[src/rtl/mult_stage.sv]
// mult_stage: 25x18 signed multiplier split into two 43-bit partial products with an optional M register.
module mult_stage #(
    parameter int    MREG     = 1,
    parameter string USE_MULT = "MULTIPLY"
) (
    input  logic               clk,
    input  logic               RSTM,
    input  logic               CEM,
    input  logic signed [24:0] AMULT,
    input  logic signed [17:0] BMULT,
    output logic signed [42:0] MX,
    output logic signed [42:0] MY
);
    if (MREG != 0 && MREG != 1) begin : g_bad_mreg
        $error("mult_stage: MREG must be 0 or 1");
    end
    if (USE_MULT != "MULTIPLY" && USE_MULT != "NONE") begin : g_bad_use
        $error("mult_stage: USE_MULT must be MULTIPLY or NONE");
    end
    if (USE_MULT == "NONE") begin : g_none
        assign MX = '0;
        assign MY = '0;
    end else begin : g_mult
        logic signed [42:0] a, bl, bh, px, py;
        assign a  = 43'(AMULT);
        assign bl = 43'($signed({1'b0, BMULT[8:0]}));
        assign bh = 43'($signed(BMULT[17:9]));
        // Low half is unsigned, high half carries the sign; |a*bh| <= 2^32 so the shift never wraps.
        assign px = a * bl;
        assign py = (a * bh) <<< 9;
        if (MREG == 1) begin : g_reg
            always_ff @(posedge clk) begin
                if (RSTM) begin
                    MX <= '0;
                    MY <= '0;
                end else if (CEM) begin
                    MX <= px;
                    MY <= py;
                end
            end
        end else begin : g_comb
            assign MX = px;
            assign MY = py;
        end
    end
endmodule

[config.mk]
export PLATFORM = sky130hd
export DESIGN_NAME = mult_stage
export DESIGN_NICKNAME = d
export VERILOG_FILES = /design/src/rtl/mult_stage.sv
export SDC_FILE = /design/constraint.sdc
export NUM_CORES = 1
export LEC_CHECK = 0
export BUFFER_PORTS_ARGS = -buffer_cell sky130_fd_sc_hd__buf_4
export CAP_MARGIN = 15
export CORE_AREA = 2 2 240 242
export DETAILED_ROUTE_END_ITERATION = 8
export DIE_AREA = 0 0 242 244
export MAX_ROUTING_LAYER = met4
export PLACE_DENSITY = 0.56
export SLEW_MARGIN = 20
export SYNTH_ARGS = -nofsm -noshare
export SYNTH_HDL_FRONTEND = slang
export SYNTH_SLANG_ARGS = --single-unit
export TNS_END_PERCENT = 5
[constraint.sdc]
create_clock -name clk -period 7.6 [get_ports clk]
set_input_delay 1.14 -clock clk [delete_from_list [all_inputs] [get_ports clk]]
set_output_delay 1.14 -clock clk [all_outputs]
set_load 0.02 [all_outputs]
==> run_results.csv <==
group,metric,value,unit
drt,num_vias,13223,
setup_path,arrival,6.80,ns
global_routing,grt_max_degree,82,
outcome,status,"finished, final reports clean",
final_layout,syn2layout_area_growth,9.65,%
synthesis,syn-cell-area,17800,sq um
power,power_density,419,nW/um^2
placed_design,dpl_worst_slack,0.731,ns
clock_tree,htreeDepth,3,
floorplanning,die_y,244,um
synthesis,synth_edf_count,0,
timing,fin_tns_setup,0,ns
synthesis,synth.avg_cell_area,8.98,sq um
clock_tree,clk_pin_slew,0.06,ns
setup_path,crit_fanout,17,
drt,drc,0,
global_routing,grt_pass1_wl,73.7,mm
global_routing,track_usage,0.160,
timing,rsz0062_at_grt,"false",
floorplanning,coreArea,56200,sq um
drt,final_antenna_net_count,0,
synthesis,yosysUniqueCellTypes,71,
floorplanning,rows,87,
floorplanning,initial_core_util,0.318,
setup_path,max_stage_delay,0.53,ns
setup_path,critPathKind,"input port to flip-flop",
placed_design,dp_cells,2764,
power,peakVddDrop,0.227,mV
min_path,hp-class,"flip-flop to flip-flop",
clock_tree,cts_tree,"yes",
clock_tree,cts_hold_buf,0,
global_routing,grt_pass1_vias,14521,
timing,drv_slew,0,
synthesis,synth_cells,1986,
clock_tree,clkSinkCount,69,
placed_design,place_hpwl,34.3,mm
drt,drt-pass1-iter-count,5,
flow_run,drv_cap,0,
synthesis,ys_seq_area_frac,0.0775,
final_layout,fin_nets,2577,
synthesis,ys.flop_type,"dfxtp_1",
synthesis,async_reset_ff_frac,0,
setup_path,slowest_stage,"clkinv_1",
placed_design,port_buffers,122,
drt,finalWirelength,43.5,mm
timing,finalHoldViolations,0,
setup_path,critPathCaptureType,"flip-flop",
timing,fin_crit_sh,0.860,
drt,drt_iter0_drc,710,
power,p_leak,10.1,nW
clock_tree,clock_path_buffers,2,
clock_tree,postCtsSetupBuffers,0,
synthesis,yosys_warnings,0,
floorplanning,die_w,242,um
setup_path,crit_required,7.87,ns
clock_tree,cts.repair.resized,0,
timing,setup_viol,0,
global_routing,antenna_found_initial,2,
final_layout,final_cell_count_no_fill,2782,
synthesis,ys_seq_elements,69,
clock_tree,clock_latency,0.38,ns
floorplanning,pin_count,132,
global_routing,grt.overflow.total,0,
drt,avgRoutedWirePerCell,15.6,um
drt,vias_per_cell,4.75,
placed_design,gp_congestion,0.832,
timing,setup_slack,1.06,ns
clock_tree,clock-root-buffer,"clkbuf_16",
setup_path,reg2reg_setup_slack,6.63,ns
setup_path,path_cells,"buf_4 -> clkinv_1 -> nor2_1 -> fa_1 -> fa_1 -> fa_1 -> inv_1 -> fa_1 -> inv_1 -> ha_1 -> ha_1 -> a21oi_1 -> o21ai_0 -> a21oi_1 -> a2bb2oi_2 -> a22oi_2 -> o21ai_1 -> a311oi_2 -> nor4b_1 -> a211o_1",
timing,relSlewSlack,0.389,
floorplanning,dieArea,59000,sq um
timing,hold_slack,0.469,ns
setup_path,critPathLaunchType,"input port",
timing,fmax,0.153,GHz
timing,fin_skew,0,ns
clock_tree,cts_made_buffers,9,
setup_path,cpMostUsedCell,"fa_1",
timing,worst_slew_pin_slew,0.915,ns
final_layout,drive_above_1_share,0.0771,
timing,finalCriticalPeriod,6.54,ns
kinds of logic after synthesis:
group | count (synthesis) | synth area share
other | 1 | 0.000210
flip-flops | 69 | 0.0775
multiplexers | 51 | 0.0287
XOR/XNOR | 63 | 0.0309
AO/OA/AOI/OAI | 175 | 0.0698
adder cells (fa/ha/maj) | 512 | 0.514
AND/OR/NAND/NOR | 636 | 0.175
buffers and inverters | 479 | 0.105
path summary, 6_finish.rpt:
path,cells after the start,endpoint,start
worst min register to register,2,MY[9],MY[9]
worst max register to register,3,MX[41],MX[41]
worst max-delay path,20,MY[41],BMULT[17]
worst min-delay path,2,MY[9],MY[9]
metal layers:
layer,global-route usage,part of all wire,wire length (um)
met2,0.285,0.52,22500
met3,0.0293,0.050,2180
met4,0.0349,0.015,652
met5,-,0,0
met1,0.189,0.42,18100
cell usage in the layout (no fill, tap or decap), types with 50 or more instances in the layout:
master   instances
xnor2_1         54
nand2_1        252
dfxtp_1         69
nor2_1          98
mux2i_1         50
inv_1          369
fa_1           367
buf_4          123
ha_1           145
and2_1         202
cell usage after synthesis, types with 7 or more instances:
cell type	number	share of area
inv_1	369	0.078
fa_1	367	0.41
nand2_1	252	0.053
and2_1	202	0.071
ha_1	145	0.10
nor2_1	98	0.021
clkbuf_1	87	0.018
dfxtp_1	69	0.077
xnor2_1	54	0.027
mux2i_1	50	0.028
a21oi_1	49	0.014
a21o_1	35	0.015
buf_4	18	0.0076
o21ai_0	16	0.0045
nand3_1	15	0.0042
nand2b_1	13	0.0046
a31oi_1	9	0.0032
nor2b_1	9	0.0032
nor3b_1	9	0.0038
o21bai_1	9	0.0038
xor2_1	9	0.0044
nand4_1	8	0.0028
nor3_1	7	0.0020
power by group:
| group | internal (mW) | switching [mW] |
|---|---|---|
| combinational | 3.19 | 4.02 |
| clock | 0.262 | 0.179 |
| sequential | 0.488 | 0.0565 |
registers in the layout, indices dropped and copies added, names as in the netlist:
| register | cells |
|---|---|
| MX | 35 |
| MY | 34 |
critical path: cells and delay by family:
family | cells | cell delay [ns]
and+or+nand+nor | 2 | 0.40
AOI/OAI and AO/OA | 8 | 1.94
buffers and inverters | 4 | 0.83
adders and majority gates | 6 | 2.49
per-stage QoR:
step | total power, mW | instance area, sq um | util
floorplan | 6.28 | 17900 | -
global placement | 7.70 | 19300 | 0.343
detailed placement | 7.84 | 19300 | 0.343
CTS | 8.34 | 19600 | 0.348
global route | 9.34 | 19600 | 0.348
finish | 8.19 | 19600 | 0.348
final cells by class:
| class | count | area, sq um |
|---|---|---|
| fill | 5883 | 36600 |
| multi-input combinational | 1446 | 14600 |
| inverter | 370 | 1390 |
| sequential | 69 | 1380 |
| tap | 756 | 946 |
| timing repair buffer | 123 | 923 |
| clock buffer | 12 | 246 |
| clock inverter | 4 | 47.5 |
| antenna | 2 | 5.00 |
(Power assumes the default switching activity.)
